**src/rtl/ps2_host_tx.sv**
```systemverilog
// Host-to-device PS/2 transmitter: inhibits the bus, clocks one byte out with
// odd parity under device clocking, checks the ACK and reports done/err.
module ps2_host_tx #(
  parameter int INHIBIT_CYCLES = 12000,
  parameter int START_TIMEOUT  = 1500000,
  parameter int XFER_TIMEOUT   = 200000,
  parameter int FILTER_LEN     = 8
) (
  input  logic       clk,
  input  logic       rst_n,
  input  logic [7:0] tx_data,
  input  logic       tx_valid,
  output logic       tx_ready,
  input  logic       ps2_clk_in,
  input  logic       ps2_data_in,
  output logic       ps2_clk_oe,
  output logic       ps2_data_oe,
  output logic       rx_inhibit,
  output logic       done,
  output logic [1:0] err
);

  localparam int TW = 21;
  localparam int FW = (FILTER_LEN > 1) ? $clog2(FILTER_LEN) : 1;
  localparam logic [TW-1:0] INH_LAST  = TW'(INHIBIT_CYCLES - 1);
  localparam logic [TW-1:0] START_LIM = TW'(START_TIMEOUT);
  localparam logic [TW-1:0] XFER_LIM  = TW'(XFER_TIMEOUT);
  localparam logic [TW-1:0] TIMER_MAX = '1;
  localparam logic [FW-1:0] FLT_LAST  = FW'(FILTER_LEN - 1);

  typedef enum logic [2:0] {
    IDLE,
    INHIBIT,
    REQ,
    SHIFT,
    WAIT_IDLE,
    ERR,
    DONE
  } state_t;

  state_t        state, state_nx;
  logic          clk_p0, clk_p1, data_p0, data_p1;
  logic          clk_f, clk_f_d;
  logic [FW-1:0] flt_cnt;
  logic          fall, bus_idle;
  logic [TW-1:0] timer;
  logic [3:0]    n;
  logic [7:0]    sh;
  logic          par, data_drv;
  logic          accept, start_to, xfer_to, last_fall;

  // Stage p0/p1: pin synchronizers, then a run-length glitch filter on the clock
  always_ff @(posedge clk or negedge rst_n) begin
    if (!rst_n) begin
      clk_p0  <= 1'b1;
      clk_p1  <= 1'b1;
      data_p0 <= 1'b1;
      data_p1 <= 1'b1;
      clk_f   <= 1'b1;
      clk_f_d <= 1'b1;
      flt_cnt <= '0;
    end else begin
      clk_p0  <= ps2_clk_in;
      clk_p1  <= clk_p0;
      data_p0 <= ps2_data_in;
      data_p1 <= data_p0;
      clk_f_d <= clk_f;
      if (clk_p1 == clk_f) begin
        flt_cnt <= '0;
      end else if (flt_cnt == FLT_LAST) begin
        clk_f   <= clk_p1;
        flt_cnt <= '0;
      end else begin
        flt_cnt <= flt_cnt + FW'(1);
      end
    end
  end

  assign fall     = clk_f_d & ~clk_f;
  assign bus_idle = clk_f & data_p1;

  // A device edge always beats a timeout expiring in the same cycle
  assign accept    = (state == IDLE) && tx_valid;
  assign start_to  = (state == REQ) && !fall && (timer >= START_LIM);
  assign xfer_to   = (timer >= XFER_LIM) &&
                     (((state == SHIFT) && !fall) || ((state == WAIT_IDLE) && !bus_idle));
  assign last_fall = (state == SHIFT) && fall && (n == 4'd10);

  always_ff @(posedge clk or negedge rst_n) begin
    if (!rst_n) state <= IDLE;
    else        state <= state_nx;
  end

  always_comb begin
    state_nx = state;
    case (state)
      IDLE:      if (tx_valid) state_nx = INHIBIT;
      INHIBIT:   if (timer >= INH_LAST) state_nx = REQ;
      REQ:       if (fall) state_nx = SHIFT;
                 else if (start_to) state_nx = ERR;
      SHIFT:     if (last_fall) state_nx = data_p1 ? ERR : WAIT_IDLE;
                 else if (xfer_to) state_nx = ERR;
      WAIT_IDLE: if (bus_idle) state_nx = DONE;
                 else if (xfer_to) state_nx = ERR;
      ERR:       if (bus_idle) state_nx = DONE;
      DONE:      state_nx = IDLE;
      default:   state_nx = IDLE;
    endcase
  end

  // Timer restarts on every state change and saturates rather than wrapping
  always_ff @(posedge clk or negedge rst_n) begin
    if (!rst_n) begin
      timer    <= '0;
      n        <= '0;
      data_drv <= 1'b0;
      err      <= 2'd0;
    end else begin
      if (state_nx != state)     timer <= '0;
      else if (timer != TIMER_MAX) timer <= timer + TW'(1);

      if (accept) begin
        data_drv <= 1'b1;
        err      <= 2'd0;
      end

      if ((state == REQ) && fall) begin
        n <= '0;
      end else if ((state == SHIFT) && fall) begin
        n <= n + 4'd1;
        if (n < 4'd8)       data_drv <= ~sh[n[2:0]];
        else if (n == 4'd8) data_drv <= ~par;
        else                data_drv <= 1'b0;
      end

      if (start_to)                  err <= 2'd1;
      else if (xfer_to)              err <= 2'd2;
      else if (last_fall && data_p1) err <= 2'd3;
    end
  end

  always_ff @(posedge clk) begin
    if (accept) begin
      sh  <= tx_data;
      par <= ~^tx_data;
    end
  end

  // Enables drop combinationally in the very cycle a timeout is detected
  always_comb begin
    ps2_clk_oe  = 1'b0;
    ps2_data_oe = 1'b0;
    tx_ready    = 1'b0;
    rx_inhibit  = 1'b1;
    done        = 1'b0;
    case (state)
      IDLE: begin
        tx_ready   = 1'b1;
        rx_inhibit = 1'b0;
      end
      INHIBIT: begin
        ps2_clk_oe  = 1'b1;
        ps2_data_oe = (timer >= INH_LAST);
      end
      REQ:     ps2_data_oe = !start_to;
      SHIFT:   ps2_data_oe = data_drv && !xfer_to;
      DONE:    done = 1'b1;
      default: ;
    endcase
  end

endmodule

```
**config.mk**
```make
export PLATFORM = sky130hd
export DESIGN_NAME = ps2_host_tx
export DESIGN_NICKNAME = d
export VERILOG_FILES = /design/src/rtl/ps2_host_tx.sv
export SDC_FILE = /design/constraint.sdc
export NUM_CORES = 1
export LEC_CHECK = 0
export BUFFER_PORTS_ARGS = -buffer_cell sky130_fd_sc_hd__clkbuf_2
export CAP_MARGIN = 0
export CELL_PAD_IN_SITES_DETAIL_PLACEMENT = 1
export CELL_PAD_IN_SITES_GLOBAL_PLACEMENT = 1
export CORE_ASPECT_RATIO = 1.4
export CORE_MARGIN = 10
export CORE_UTILIZATION = 30
export DETAILED_ROUTE_END_ITERATION = 12
export GPL_TIMING_DRIVEN = 0
export PLACE_DENSITY = 0.63
export SLEW_MARGIN = 15
export SYNTH_ARGS = -nofsm -noshare
export SYNTH_HDL_FRONTEND = slang
export SYNTH_SLANG_ARGS = --single-unit
```
**constraint.sdc**
```tcl
create_clock -name clk -period 4.3 [get_ports clk]
set_clock_uncertainty 0.1 [all_clocks]
set_input_delay 0.215 -clock clk [delete_from_list [all_inputs] [get_ports clk]]
set_output_delay 0.215 -clock clk [all_outputs]
set_load 0.1 [all_outputs]
```
==> impl_metrics.env <==
export IMPL_crit_type="reg2out"
export IMPL_async_flop_share_pct=81.6
export IMPL_synthSimpleGateAreaFrac_pct=26.8
export IMPL_cp_startpoint="timer[0]$_DFFE_PN0P_"
export IMPL_period_share_pct=65.0
export IMPL_seq_area_frac_synth_pct=44.9
export IMPL_wl_per_cell_um=16.4
export IMPL_fin_tns_setup_ns=0
export IMPL_slew_headroom_pct=31.5
export IMPL_routabilityCongestion=0.796
export IMPL_synth_top_area_share_pct=29.9
export IMPL_h_tree_depth=2
export IMPL_clock_sinks=49
export IMPL_status="finished with violations"
export IMPL_area_delta_synth_final_pct=14.3
export IMPL_cp_required_ns=3.98
export IMPL_drv_cap=0
export IMPL_multi_input_area_mm2=0.00145
export IMPL_antenna_found_initial=0
export IMPL_drc=0
export IMPL_core_area_mm2=0.00935
export IMPL_cts_clk_slew_worst_paths_ns=0.07
export IMPL_hold_path_class="in2async"
export IMPL_syn_area_per_cell_um2=10.6
export IMPL_io_pins=20
export IMPL_rsz0062_at_grt="no"
export IMPL_hpwlAfterDp_um=5080
export IMPL_clockBufferDepth=2
export IMPL_ant_nets=0
export IMPL_grt_pass1_vias=2352
export IMPL_synth_top_family_by_area="simple AND/OR/NAND/NOR gates"
export IMPL_crit_path_end_kind="primary output"
export IMPL_synthMuxAreaShare_pct=2.68
export IMPL_drt_iter0_drc=112
export IMPL_cts_root_buf="clkbuf_16"
export IMPL_die_h_um=135
export IMPL_fin_nets=318
export IMPL_min_period_ns=2.79
export IMPL_placementRows=42
export IMPL_ys_warn_count=0
export IMPL_grt_pass1_wl_um=11400
export IMPL_finalMaxSlewViolations=0
export IMPL_synthesis_area_mm2=0.00285
export IMPL_finalPower_uw=997
export IMPL_netlist_top_cells_area="dfrtp_1, edfxtp_1, dfstp_2"
export IMPL_port_buffers=19
export IMPL_synth_compound_gate_area_share_pct=10.9
export IMPL_r2r_end="timer[3]$_DFFE_PN0P_"
export IMPL_setup_viol=0
export IMPL_ir_worst_vdd_mv=0.228
export IMPL_worst_r2r_startpoint="timer[0]$_DFFE_PN0P_"
export IMPL_diodes=0
export IMPL_powerDensity_mw_per_mm2=306
export IMPL_synth_xor_area_share_pct=7.38
export IMPL_synth_common_cells="dfrtp_1, nand2_1, nor3_1, xnor2_1, nor2_1"
export IMPL_numCtsBuffers=5
export IMPL_synth_edf_count=9
export IMPL_synth_seq_cells=49
export IMPL_vias=2134
export IMPL_nFillCells=1091
export IMPL_cp_endpoint="ps2_data_oe"
export IMPL_dr_pass1_iters=4
export IMPL_grt_ovfl_total=0
export IMPL_violations="negative hold slack"
export IMPL_synth_fa_ha_area_share_pct=3.07
export IMPL_dieArea_mm2=0.0138
export IMPL_yosysMostFrequentCell="dfrtp_1"
export IMPL_critical_path_startpoint_type="register"
export IMPL_synth_distinct_cells=59
export IMPL_worst_pin_slew_ns=1.03
export IMPL_fp_dieW_um=102
export IMPL_p_leak_nw=1.33
export IMPL_max_freq_mhz=358
export IMPL_vias_per_cell=5.22
export IMPL_grt_max_degree=41
export IMPL_worstPathArrival_ns=2.48
export IMPL_finalHoldViolations=14
export IMPL_worstPathMaxFanout=7
export IMPL_holdWs_ns=-0.0196
export IMPL_rrSetupSlack_ns=1.86
export IMPL_r2r_cells=7
export IMPL_start_util_pct=30.5
export IMPL_regArea_mm2=0.00128
export IMPL_syn_num_nets=290
export IMPL_synth_ff_type="dfrtp_1"
export IMPL_worstSkewPairLatency_ns=0.29
export IMPL_grt_usage_pct=10.4
export IMPL_cts_tree="built"
export IMPL_drive_gt1_share_pct=23.7
export IMPL_routed_wl_um=6690
export IMPL_yosysTopAreaCell="dfrtp_1"
export IMPL_postSynthCellCount=270
flip-flops by register name, summed over array words and instances, names as in the netlist:
signal and cells:
clk_f_d 1, data_p1 1, data_drv 1, clk_p0 1, clk_p1 1, flt_cnt 3, clk_f 1, par 1
state 3, timer 21, sh 8, n 4, err 2, data_p0 1
final cells by class:
cell class,instances,share of cell area (%)
inverters,10,1.15
flip-flops and latches,49,39.3
well taps,110,4.23
multi-input cells,200,44.6
clock buffers,7,4.38
plain buffers,11,2.57
clock inverters,1,0.231
repair buffers,21,3.53
cell usage in the layout, fill, tap and decap left out, types with 6 or more instances in the layout:
| master | netlist | routed |
|---|---|---|
| ha_1 | 7 | 7 |
| nor3_1 | 17 | 16 |
| nor3_2 | 8 | 9 |
| nand2_1 | 32 | 32 |
| xor2_1 | 9 | 9 |
| inv_1 | 10 | 10 |
| xnor2_1 | 15 | 15 |
| nor2_1 | 14 | 14 |
| dfstp_2 | 6 | 6 |
| o21ai_0 | 9 | 9 |
| nand3_1 | 10 | 10 |
| a21oi_1 | 8 | 8 |
| clkbuf_2 | 0 | 19 |
| edfxtp_1 | 9 | 9 |
| dfrtp_1 | 34 | 34 |
worst max-delay path: stages (launching register included):
cell and delay, ns:
dfrtp_1 0.47, ha_1 0.27, a21oi_1 0.06, nor3_1 0.23, o31a_1 0.24, nand2_1 0.08
a2bb2oi_1 0.17, o21ai_0 0.18, clkbuf_2 0.49
power breakdown:
part           internal [mW]  switching (mW)  leakage [nW]
Sequential             0.502          0.0137         0.581
Combinational         0.0422          0.0392         0.675
Clock                  0.232           0.168        0.0701
routing by layer:
layer / vias up / wire, µm / GRT usage (%) / part of all wire (%)
li1: 1030 / - / - / -
met1: 1063 / 2710 / 10.9 / 41
met2: 30 / 3600 / 19.1 / 54
met3: 11 / 175 / 1.99 / 2.6
met4: 0 / 204 / 4.87 / 3.0
met5: - / 0 / 0 / 0
through the flow:
step                      std cells  utilization, %  worst slack (ns)  area (µm²)
after floorplan                 270               -             0.639        2850
after global placement          399            33.0              1.86        3090
after detailed placement        399            33.0              1.80        3090
after CTS                       409            34.8              1.49        3260
after global routing            409            34.8              1.23        3260
final                           409            34.8              1.51        3260
worst min-delay path by stage:
| stage | to | slack [ns] | cells after the start |
|---|---|---|---|
| after floorplan | data_drv$_DFF_PN0_ | -0.18 | 0 |
| after global placement | clk_p0$_DFF_PN1_ | 0.21 | 1 |
| after detailed placement | clk_p0$_DFF_PN1_ | 0.20 | 1 |
| after CTS | sh[4]$_DFFE_PP_ | 0.02 | 1 |
| after global routing | sh[1]$_DFFE_PP_ | 0.02 | 1 |
| final | data_drv$_DFF_PN0_ | -0.02 | 1 |
timing repair:
action,4_1_cts,5_1_grt
setup buffers,0,0
endpoints found under the hold margin,2,0
resized for setup,0,0
hold buffers,2,0
cells by family after synthesis:
group / count (synthesis)
simple gates: 120
flops: 49
compound gates: 44
xor+xnor: 24
buf+inv: 21
fa+ha+maj: 7
mux: 5
Note: power is estimated with default switching activity, not from simulation.
